<file path="config.mk">
export PLATFORM = sky130hd
export DESIGN_NAME = ram_param_flat
export DESIGN_NICKNAME = d
export VERILOG_FILES = /design/src/rtl/ram_param_if.sv /design/src/rtl/ram_param.sv /design/src/flat_wrapper.sv
export SDC_FILE = /design/constraint.sdc
export NUM_CORES = 1
export LEC_CHECK = 0
export ABC_CLOCK_PERIOD_IN_PS = 3600
export CORE_MARGIN = 4
export CORE_UTILIZATION = 50
export CTS_CLUSTER_DIAMETER = 100
export CTS_CLUSTER_SIZE = 25
export DETAILED_ROUTE_END_ITERATION = 8
export PLACE_DENSITY = 0.79
export SYNTH_ARGS = -nofsm -noshare
export SYNTH_HDL_FRONTEND = slang
export SYNTH_SLANG_ARGS = --single-unit
</file>
<file path="constraint.sdc">
create_clock -name clk -period 3.6 [get_ports clk]
set_input_delay 0.72 -clock clk [delete_from_list [all_inputs] [get_ports clk]]
set_output_delay 0.72 -clock clk [all_outputs]
set_load 0.005 [all_outputs]
</file>
<file path="src/rtl/ram_param_if.sv">
// Bus bundle for ram_param: access request, wipe command and registered
// response/status. The master drives requests, the RAM (slave) drives status.
interface ram_param_if #(
   parameter int WIDTH  = 8,
   parameter int ADDR_W = 1
);
   logic              en;
   logic              rw;
   logic [ADDR_W-1:0] addr;
   logic [WIDTH-1:0]  data_in;
   logic              wipe;
   logic [WIDTH-1:0]  data_out;
   logic              valid;
   logic              busy;
   logic              err;

   modport master (
      output en, rw, addr, data_in, wipe,
      input  data_out, valid, busy, err
   );

   modport slave (
      input  en, rw, addr, data_in, wipe,
      output data_out, valid, busy, err
   );
endinterface

</file>
<file path="src/rtl/ram_param.sv">
// Parametrised single-port synchronous RAM (2**ADDR_W words of WIDTH bits).
// Reads are registered with a one-cycle valid strobe. A wipe sweep zeroes
// the whole array after reset and on request; accesses that arrive while the
// sweep runs are dropped and flagged with a one-cycle err pulse.
module ram_param #(
   parameter int WIDTH  = 8,
   parameter int ADDR_W = 1
) (
   input  logic         clk,
   input  logic         clr,
   ram_param_if.slave   bus
);
   localparam int                DEPTH     = 2 ** ADDR_W;
   localparam logic [ADDR_W-1:0] LAST_ADDR = ADDR_W'(DEPTH - 1);

   typedef enum logic {
      ST_WIPE = 1'b0,
      ST_IDLE = 1'b1
   } state_t;

   state_t            r_state;
   state_t            w_state_nxt;
   logic [ADDR_W-1:0] r_wptr;
   logic [ADDR_W-1:0] w_wptr_nxt;

   // Storage has no reset: the sweep is what clears it.
   logic [WIDTH-1:0]  r_mem [DEPTH];

   logic [WIDTH-1:0]  r_dout;
   logic [WIDTH-1:0]  w_dout_nxt;
   logic              r_valid;
   logic              w_valid_nxt;
   logic              r_err;
   logic              w_err_nxt;
   logic              r_busy;
   logic              w_busy_nxt;

   // Single write port shared by the sweep and by normal writes.
   logic              w_mem_we;
   logic [ADDR_W-1:0] w_mem_addr;
   logic [WIDTH-1:0]  w_mem_wdata;

   // Next-state, memory write port and next registered outputs.
   always_comb begin
      w_state_nxt = r_state;
      w_wptr_nxt  = r_wptr;
      w_dout_nxt  = r_dout;
      w_valid_nxt = 1'b0;
      w_err_nxt   = 1'b0;
      w_mem_we    = 1'b0;
      w_mem_addr  = bus.addr;
      w_mem_wdata = bus.data_in;

      case (r_state)
         ST_WIPE: begin
            // Sweep one word per cycle; any access request is dropped.
            w_mem_we    = 1'b1;
            w_mem_addr  = r_wptr;
            w_mem_wdata = '0;
            w_err_nxt   = bus.en;
            if (r_wptr == LAST_ADDR) begin
               w_state_nxt = ST_IDLE;
               w_wptr_nxt  = '0;
            end else begin
               w_wptr_nxt  = r_wptr + ADDR_W'(1);
            end
         end
         ST_IDLE: begin
            // A wipe request wins over a simultaneous access, silently.
            if (bus.wipe) begin
               w_state_nxt = ST_WIPE;
               w_wptr_nxt  = '0;
            end else if (bus.en) begin
               if (bus.rw) begin
                  w_mem_we = 1'b1;
               end else begin
                  w_dout_nxt  = r_mem[bus.addr];
                  w_valid_nxt = 1'b1;
               end
            end
         end
         default: begin
            w_state_nxt = ST_WIPE;
            w_wptr_nxt  = '0;
         end
      endcase

      // busy is registered, so it follows the state we are about to enter.
      w_busy_nxt = (w_state_nxt == ST_WIPE);
   end

   // Control and output registers; reset starts a fresh sweep from word 0.
   always_ff @(posedge clk or negedge clr) begin
      if (!clr) begin
         r_state <= ST_WIPE;
         r_wptr  <= '0;
         r_dout  <= '0;
         r_valid <= 1'b0;
         r_err   <= 1'b0;
         r_busy  <= 1'b1;
      end else begin
         r_state <= w_state_nxt;
         r_wptr  <= w_wptr_nxt;
         r_dout  <= w_dout_nxt;
         r_valid <= w_valid_nxt;
         r_err   <= w_err_nxt;
         r_busy  <= w_busy_nxt;
      end
   end

   // Memory array write.
   always_ff @(posedge clk) begin
      if (w_mem_we) begin
         r_mem[w_mem_addr] <= w_mem_wdata;
      end
   end

   assign bus.data_out = r_dout;
   assign bus.valid    = r_valid;
   assign bus.busy     = r_busy;
   assign bus.err      = r_err;
endmodule

</file>
<file path="src/flat_wrapper.sv">
// flat-port wrapper written by rule: the top's interface ports become plain ports
module ram_param_flat 
#(
   parameter int WIDTH  = 8,
   parameter int ADDR_W = 1
)
  (clk, clr, bus_en, bus_rw, bus_addr, bus_data_in, bus_wipe, bus_data_out, bus_valid, bus_busy, bus_err);
  ram_param_if #(.WIDTH(WIDTH), .ADDR_W(ADDR_W)) bus_i ();
  input  logic clk;
  input  logic clr;
  input wire logic [$bits(bus_i.en)-1:0] bus_en;
  input wire logic [$bits(bus_i.rw)-1:0] bus_rw;
  input wire logic [$bits(bus_i.addr)-1:0] bus_addr;
  input wire logic [$bits(bus_i.data_in)-1:0] bus_data_in;
  input wire logic [$bits(bus_i.wipe)-1:0] bus_wipe;
  output wire logic [$bits(bus_i.data_out)-1:0] bus_data_out;
  output wire logic [$bits(bus_i.valid)-1:0] bus_valid;
  output wire logic [$bits(bus_i.busy)-1:0] bus_busy;
  output wire logic [$bits(bus_i.err)-1:0] bus_err;
  assign bus_i.en = bus_en;
  assign bus_i.rw = bus_rw;
  assign bus_i.addr = bus_addr;
  assign bus_i.data_in = bus_data_in;
  assign bus_i.wipe = bus_wipe;
  assign bus_data_out = bus_i.data_out;
  assign bus_valid = bus_i.valid;
  assign bus_busy = bus_i.busy;
  assign bus_err = bus_i.err;
  ram_param #(.WIDTH(WIDTH), .ADDR_W(ADDR_W)) u_core (.clk(clk), .clr(clr), .bus(bus_i));
endmodule
</file>
==> results of run 1 <==
[worst max-delay path by stage]
stage / from / slack, ps / to / cells after the start
2_1_floorplan: bus_addr / 1680 / u_core.r_mem[0][0]$_DFFE_PP_ / 3
4_1_cts: bus_addr / 1240 / u_core.r_mem[0][2]$_DFFE_PP_ / 3
3_3_place_gp: bus_addr / 1010 / u_core.r_mem[0][2]$_DFFE_PP_ / 3
6_report: bus_addr / 1260 / u_core.r_mem[0][2]$_DFFE_PP_ / 3
5_1_grt: bus_addr / 1170 / u_core.r_mem[0][2]$_DFFE_PP_ / 3
3_5_place_dp: bus_addr / 910 / u_core.r_mem[0][6]$_DFFE_PP_ / 3
[state kept, by name (all words and copies together), names as in the netlist]
name                 flops
u_core.bus.data_out      8
u_core.bus.busy          1
u_core.r_state           1
u_core.bus.err           1
u_core.bus.valid         1
u_core.r_wptr            1
u_core.r_mem            16
[layer usage]
layer	share of wire	GRT usage
met1	0.40	0.155
met2	0.50	0.227
met3	0.061	0.0483
met4	0.044	0.0983
met5	0	0
[per-stage QoR]
step	cell area [um^2]	cells	worst slack (ps)	power (W)
4_1_cts	1480	126	1240	0.00115
6_report	1480	126	1260	0.00114
3_3_place_gp	1430	118	1010	0.000931
3_5_place_dp	1430	118	908	0.000948
2_1_floorplan	1170	69	1680	0.000779
5_1_grt	1480	126	1170	0.00121
[power by group]
| group | leakage [nW] | internal (W) | switching [W] |
|---|---|---|---|
| clock | 0.0326 | 0.0000963 | 0.000102 |
| sequential | 0.313 | 0.000523 | 0.0000709 |
| combinational | 0.241 | 0.000224 | 0.000120 |
[cell usage after synthesis, drive strengths merged]
cell and count:
a21o 1, a21oi 1, and2 8, and2b 1
and4bb 1, buf 3, dfrtp 12, dfstp 1
edfxtp 16, inv 1, mux2 16, nand2 2
nand3b 1, nor2 1, o21bai 1, o22ai 2
or2b 1
[cell families (layout without fill, tap and decap cells)]
logic type / Yosys count / in the layout / synth area share
buf+inv: 4 / 33 / 0.0214
flops: 29 / 29 / 0.689
mux: 16 / 16 / 0.179
compound gates: 5 / 5 / 0.0278
simple gates: 15 / 15 / 0.0823
[cells in the final DEF, fill, tap and decap left out]
cell              n
clkdlybuf4s50_1  24
edfxtp_1         16
dfrtp_1          12
and2_1            8
mux2_2            8
mux2_4            8
clkbuf_4          5
nand2_1           2
o22ai_1           2
clkbuf_1          2
inv_1             1
nand3b_1          1
or2b_1            1
nor2_1            1
a21o_1            1
a21oi_1           1
and2b_1           1
and4bb_1          1
o21bai_1          1
clkbuf_8          1
dfstp_2           1
[critical path, stage by stage]
cell,delay (ps)
clkdlybuf4s50_1,620
or2b_1,320
o22ai_1,610
[layout make-up]
cell class                      instances  area share
Tap cell                               28      0.0236
Multi-Input combinational cell         36       0.228
Inverter                                1     0.00253
Clock buffer                            8      0.0396
Sequential cell                        29       0.544
Timing Repair Buffer                   24       0.162
==> impl_metrics.yaml, run 1 <==
clock_network:
  cts_resized: 0
  cts_sinks: 29
  cts_tree: "yes"
  cts_made_buffers: 5
  cts-root-buf: "clkbuf_4"
  cts_max_level: 2
  cts_setup_buffers: 0
  cts_buffer_depth: 2
  hold_buffers: 0
  clkTransAtPathRegs_ps: 80
  clk_latency_ps: 320
finish:
  antenna_cells: 0
  final_core_util: 0.671
  fillCellCount: 171
  multi_input_area_um2: 339
  ff_latch_area_um2: 807
  area_growth_pct: 26.7
  drive_gt1_frac: 0.235
  layout.nets: 111
hold_path:
  hold_start: "u_core.bus.data_out[6]$_DFFE_PN0P_"
  hold_path_end: "u_core.bus.data_out[6]$_DFFE_PN0P_"
  hp-class: "reg2reg"
  min_path_cells: 1
routing:
  firstDrtPassIters: 4
  via_per_inst: 5.19
  drc: 0
  wirelength_mm: 1.87
  drt_iter0_drc: 4
  post_drt_wl_per_cell_um: 14.9
  vias: 654
  ant_nets: 0
yosys:
  synth_top_area_share: 0.410
  ys_top_cells_by_area: "edfxtp_1 41%, dfrtp_1 26%, mux2_4 10%"
  yosys.cell_types.count: 19
  yosysWarnings: 0
  synthCells: 69
  ys_ff_latch: 29
  synth_top_cell_by_area: "edfxtp_1"
  mappedNetlistArea_um2: 1170
  synthesis.nets: 83
  ys_seq_area_frac: 0.689
  syn_avg_cell_area_um2: 17.0
floorplan:
  core_region_area_um2: 2210
  die_y_um: 56.4
  die_w_um: 56.4
  pin_count: 25
  rows: 17
  initial_utilization: 0.529
  die_area_um2: 3180
timing:
  tns_ps: 0
  fmax_mhz: 428
  fin_crit_sh: 0.649
  worst_slew_pin_slew_ps: 806
  hold_viol: 0
  skew_ps: 11.1
  hold_ws_ps: 514
  setup_violations: 0
  period_minus_slack_ps: 2340
  relSlewSlack: 0.463
  rsz0062_at_grt: "false"
  drv_slew: 0
grt:
  grt_usage: 0.141
  grt_max_degree: 19
  antenna_found_initial: 0
  grt_pass1_wl_mm: 3.26
  grt_pass1_vias: 713
  overflow: 0
critical_path:
  end_kind: "register"
  r2r_slack_ps: 1730
  crit_fanout: 10
  worstSetupPathType: "in2reg"
  critPathLaunchType: "primary input"
  rr_startpoint: "u_core.r_state$_DFF_PN0_"
  crit_required_ps: 3540
  crit_arrival_ps: 2280
  rr_endpoint: "u_core.r_mem[0][2]$_DFFE_PP_"
  rr_worst_depth: 2
status:
  status: "completed"
flow_run:
  maxCapViolCount: 0
place:
  dp_hpwl_mm: 1.35
  io_buffer_count: 24
  gp_congestion: 0.758
pwr:
  peakVddDrop_uv: 527
  p_per_area_nw_per_um2: 765
  power_leakage_nw: 0.587
Power figures use the tool's default switching activity.
==> run 2, diff against run 1 <==
ABC_CLOCK_PERIOD_IN_PS = 2400   (was 3600)
CORE_UTILIZATION = 49   (was 50)
PLACE_DENSITY = 0.77   (was 0.79)
clock period = 2.4 ns   (was 3.6 ns; I/O delays follow)
==> run 2 against run 1 <==
  * Wire length shrank 1.9%
  * Critical endpoint is now bus_busy
  * Sequential share of layout area shrank 0.77 points
  * Worst setup slack lost 670 ps
  * Flip-flop and latch count is the same
==> impl_metrics.yaml, run 2 (same netlist as run 1, synthesis figures left out) <==
status:
  status: "completed"
finish:
  area_growth_pct: 28.5
  drive_gt1_frac: 0.265
  layout.nets: 115
  top_register: "u_core.r_mem"
  largest_register_ff_count: 16
  layout_common_cells: "24 x clkdlybuf4s50_1, 16 x edfxtp_1, 12 x dfrtp_1"
  fin_area_um2: 1510
  final_common_cell: "clkdlybuf4s50_1"
  antenna_cells: 0
timing:
  hold_viol: 0
  fin_crit_sh: 0.751
  fmax_mhz: 555
  drv_slew: 0
  relSlewSlack: 0.581
  skew_ps: 3.94
  worst_slew_pin_slew_ps: 626
  tns_ps: 0
  fin_ws_ps: 597
  rsz0062_at_grt: "false"
  period_minus_slack_ps: 1800
  setup_violations: 0
floorplan:
  die_area_um2: 3240
  core_region_area_um2: 2230
  die_y_um: 56.9
  pin_count: 25
  rows: 17
  die_w_um: 56.9
  initial_utilization: 0.524
critical_path:
  critPathLaunchType: "register"
  crit_arrival_ps: 1320
  crit_family: "flip-flops"
  crit_fanout: 1
  cp_cell_sequence: "clkdlybuf4s50_1"
  rr_startpoint: "u_core.r_state$_DFF_PN0_"
  end_kind: "primary output"
  critPathBufInv: 1
  cp_slowest_cell: "dfstp_2"
  worstSetupPathType: "reg2out"
  slowest_delay_ps: 520
  r2r_slack_ps: 890
  crit_required_ps: 1920
  rr_worst_depth: 3
  rr_endpoint: "u_core.bus.data_out[3]$_DFFE_PN0P_"
clock_network:
  cts_resized: 0
  clkTransAtPathRegs_ps: 80
  cts_sinks: 29
  cts-root-buf: "clkbuf_4"
  cts_tree: "yes"
  cts_setup_buffers: 0
  cts_buffer_depth: 2
  clk_latency_ps: 310
  cts_made_buffers: 5
  hold_buffers: 0
  cts_max_level: 2
grt:
  grt_usage: 0.131
  antenna_found_initial: 0
  overflow: 0
  grt_max_degree: 19
  grt_pass1_vias: 709
  grt_pass1_wl_mm: 3.18
place:
  placedInstanceArea_um2: 1460
  io_buffer_count: 24
  dp_hpwl_mm: 1.34
  gp_congestion: 0.683
  post-place-ws_ps: 338
routing:
  wirelength_mm: 1.84
  post_drt_wl_per_cell_um: 14.1
  drt_iter0_drc: 9
  firstDrtPassIters: 4
  vias: 661
  ant_nets: 0
  via_per_inst: 5.08
  drc: 0
flow_run:
  maxCapViolCount: 0
pwr:
  power_leakage_nw: 0.605
  peakVddDrop_uv: 734
  p_per_area_nw_per_um2: 1120
hold_path:
  hold_path_end: "u_core.bus.data_out[2]$_DFFE_PN0P_"
  hold_start: "u_core.bus.data_out[2]$_DFFE_PN0P_"
  min_path_cells: 1
  hp-class: "reg2reg"
[run 2: changes by cell type in the layout (fill, tap and decap cells not counted), sizes merged]
cell	previous run	this run
clkinv	0	3
buf	0	4
clkbuf	8	5
[run 2: per-stage QoR]
step,utilization,total power [W],hold slack [ps],cells
floorplan,-,0.00117,184,69
global placement,0.652,0.00143,497,122
detailed placement,0.652,0.00146,497,122
CTS,0.674,0.00171,521,130
global route,0.674,0.00180,532,130
finish,0.674,0.00169,515,130
[run 2: worst max-delay path by stage]
stage	from	to	slack [ps]	cells past startpoint
after global placement	bus_addr	u_core.r_mem[0][5]$_DFFE_PP_	400	4
after global routing	u_core.bus.busy$_DFF_PN1_	bus_busy	530	1
after floorplan	bus_addr	u_core.r_mem[0][0]$_DFFE_PP_	720	3
final	u_core.bus.busy$_DFF_PN1_	bus_busy	600	1
after detailed placement	bus_addr	u_core.r_mem[0][4]$_DFFE_PP_	340	4
after CTS	u_core.bus.busy$_DFF_PN1_	bus_busy	570	1
[run 2: layer usage]
metal | vias to the layer above | track usage | wire length, um
met2 | 21 | 0.223 | 967
met5 | - | 0 | 0
met4 | 0 | 0.0497 | 14
met1 | 321 | 0.140 | 710
li1 | 317 | - | -
met3 | 2 | 0.0621 | 144
[run 2: final cells by class]
class | count | area, um^2
clock buffers | 5 | 37.5
inverters | 1 | 3.75
well taps | 28 | 35.0
multi-input cells | 36 | 339
repair buffers | 28 | 270
flip-flops and latches | 29 | 807
clock inverters | 3 | 12.5
fillers | 164 | 728
[run 2: where the power goes]
part / leakage [nW] / internal, W / switching [W]
combinational: 0.262 / 0.000366 / 0.000182
sequential: 0.313 / 0.000781 / 0.000104
clock: 0.0300 / 0.000106 / 0.000148
total: 0.605 / 0.00125 / 0.000434
==> run 3, diff against run 2 <==
ABC_CLOCK_PERIOD_IN_PS = 1660   (was 2400)
clock period = 1.66 ns   (was 2.4 ns; I/O delays follow)
==> run 3 against run 2 <==
  * Hold slack got worse by 210 ps
  * Clock power rose by 130%
  * Clock skew rose by 6.6 ps
  * Final cell count rose by 3.8%
  * Via count rose by 0.45%
  * Non-clock buffer count rose by 5
  * Flip-flop and latch count did not move
  * Wire length rose by 18%
  * Largest power group unchanged
  * Sequential share of layout area fell by 2.8 points
  * Worst setup slack got worse by 470 ps
  * Count of clock-buffer cells in the layout rose by 2
==> impl_metrics.yaml, run 3 (same netlist as run 1, synthesis figures left out) <==
floorplan:
  rows: 17
  pin_count: 25
  die_w_um: 56.9
  die_y_um: 56.9
  die_area_um2: 3240
  initial_utilization: 0.524
  core_region_area_um2: 2230
critical_path:
  critPathLaunchType: "register"
  slowest_delay_ps: 520
  crit_fanout: 2
  cp_cell_sequence: "clkdlybuf4s50_1"
  critPathBufInv: 1
  end_kind: "primary output"
  crit_family: "buffers and inverters"
  crit_required_ps: 1330
  crit_arrival_ps: 1200
  cp_slowest_cell: "clkdlybuf4s50_1"
  worstSetupPathType: "reg2out"
finish:
  layout.nets: 120
  final_common_cell: "clkdlybuf4s50_1"
  largest_register_ff_count: 16
  area_growth_pct: 35.7
  top_register: "u_core.r_mem"
  antenna_cells: 0
  final_cells: 135
  layout_common_cells: "23 x clkdlybuf4s50_1, 16 x edfxtp_1, 12 x dfrtp_1"
  drive_gt1_frac: 0.308
grt:
  overflow: 0
  grt_usage: 0.153
  grt_max_degree: 14
  grt_pass1_vias: 769
  antenna_found_initial: 0
  grt_pass1_wl_mm: 3.47
place:
  io_buffer_count: 24
  gp_congestion: 0.818
  dp_cells: 127
  post-place-ws_ps: -91.6
timing:
  setup_violations: 0
  hold_viol: 0
  fmax_mhz: 653
  drv_slew: 0
  fin_crit_sh: 0.923
  relSlewSlack: 0.806
  worst_slew_pin_slew_ps: 292
  rsz0062_at_grt: "false"
  skew_ps: 10.6
  period_minus_slack_ps: 1530
  fin_ws_ps: 128
routing:
  drt_iter0_drc: 5
  wirelength_mm: 2.16
  post_drt_wl_per_cell_um: 16.0
  drc: 0
  ant_nets: 0
  vias: 664
  via_per_inst: 4.92
  firstDrtPassIters: 4
status:
  status: "completed"
pwr:
  p_total_w: 0.00272
  power_leakage_nw: 0.649
  p_per_area_nw_per_um2: 1710
  peakVddDrop_uv: 982
clock_network:
  clkTransAtPathRegs_ps: 90
  hold_buffers: 0
  cts_tree: "yes"
  cts_made_buffers: 5
  clk_latency_ps: 320
  cts-root-buf: "clkbuf_4"
  cts_sinks: 29
  cts_buffer_depth: 2
  cts_resized: 1
  cts_setup_buffers: 0
  cts_max_level: 2
hold_path:
  hp-class: "in2async"
flow_run:
  maxCapViolCount: 0
-- run 3: cell count changes in the layout (fill, tap and decap cells not counted), sizes merged --
cell | before | now
clkdlybuf4s50 | 24 | 23
dlygate4sd2 | 0 | 1
clkbuf | 5 | 7
buf | 4 | 9
bufinv | 0 | 1
clkinv | 3 | 0
-- run 3: per-stage QoR --
| stage | cell area, um^2 | hold WS [ps] | TNS (ps) | util |
|---|---|---|---|---|
| floorplan | 1170 | 36.4 | 0 | - |
| global placement | 1510 | 494 | -540 | 0.674 |
| detailed placement | 1510 | 499 | -1200 | 0.674 |
| CTS | 1590 | 298 | 0 | 0.711 |
| global route | 1590 | 294 | 0 | 0.711 |
| finish | 1590 | 310 | 0 | 0.711 |
-- run 3: area by class of cell --
type | count | area [um^2]
clock buffer | 7 | 55.1
timing repair buffer | 33 | 319
fill | 160 | 644
sequential | 29 | 807
multi-input combinational | 36 | 339
inverter | 1 | 3.75
clock inverter | 1 | 30.0
tap | 28 | 35.0
-- run 3: path summary, 6_finish.rpt --
path	from	endpoint	slack, ps	cells past startpoint
max	u_core.bus.data_out[7]$_DFFE_PN0P_	bus_data_out[7]	130	1
min	clr	u_core.bus.data_out[5]$_DFFE_PN0P_	310	2
max reg2reg	u_core.r_state$_DFF_PN0_	u_core.bus.data_out[2]$_DFFE_PN0P_	270	3
min reg2reg	u_core.bus.data_out[2]$_DFFE_PN0P_	u_core.bus.data_out[2]$_DFFE_PN0P_	520	1
max in group asynchronous	clr	u_core.bus.busy$_DFF_PN1_	1110	2
min in group clk	u_core.bus.data_out[2]$_DFFE_PN0P_	u_core.bus.data_out[2]$_DFFE_PN0P_	520	1
-- run 3: metal layers --
metal | GRT usage | vias to the layer above | part of all wire
met4 | 0.109 | 0 | 0.011
li1 | - | 323 | -
met2 | 0.256 | 20 | 0.54
met1 | 0.157 | 319 | 0.38
met5 | 0 | - | 0
met3 | 0.0529 | 2 | 0.075
-- run 3: power breakdown --
part | internal, W | switching, W | total [W]
Clock | 0.000360 | 0.000232 | 0.000592
Sequential | 0.00113 | 0.000141 | 0.00127
Combinational | 0.000548 | 0.000309 | 0.000857
-- run 3: worst register-to-register path, stage by stage, from the launching register on --
cell	delay, ps
dfrtp_1	520
and4bb_1	300
buf_12	150
mux2_4	300
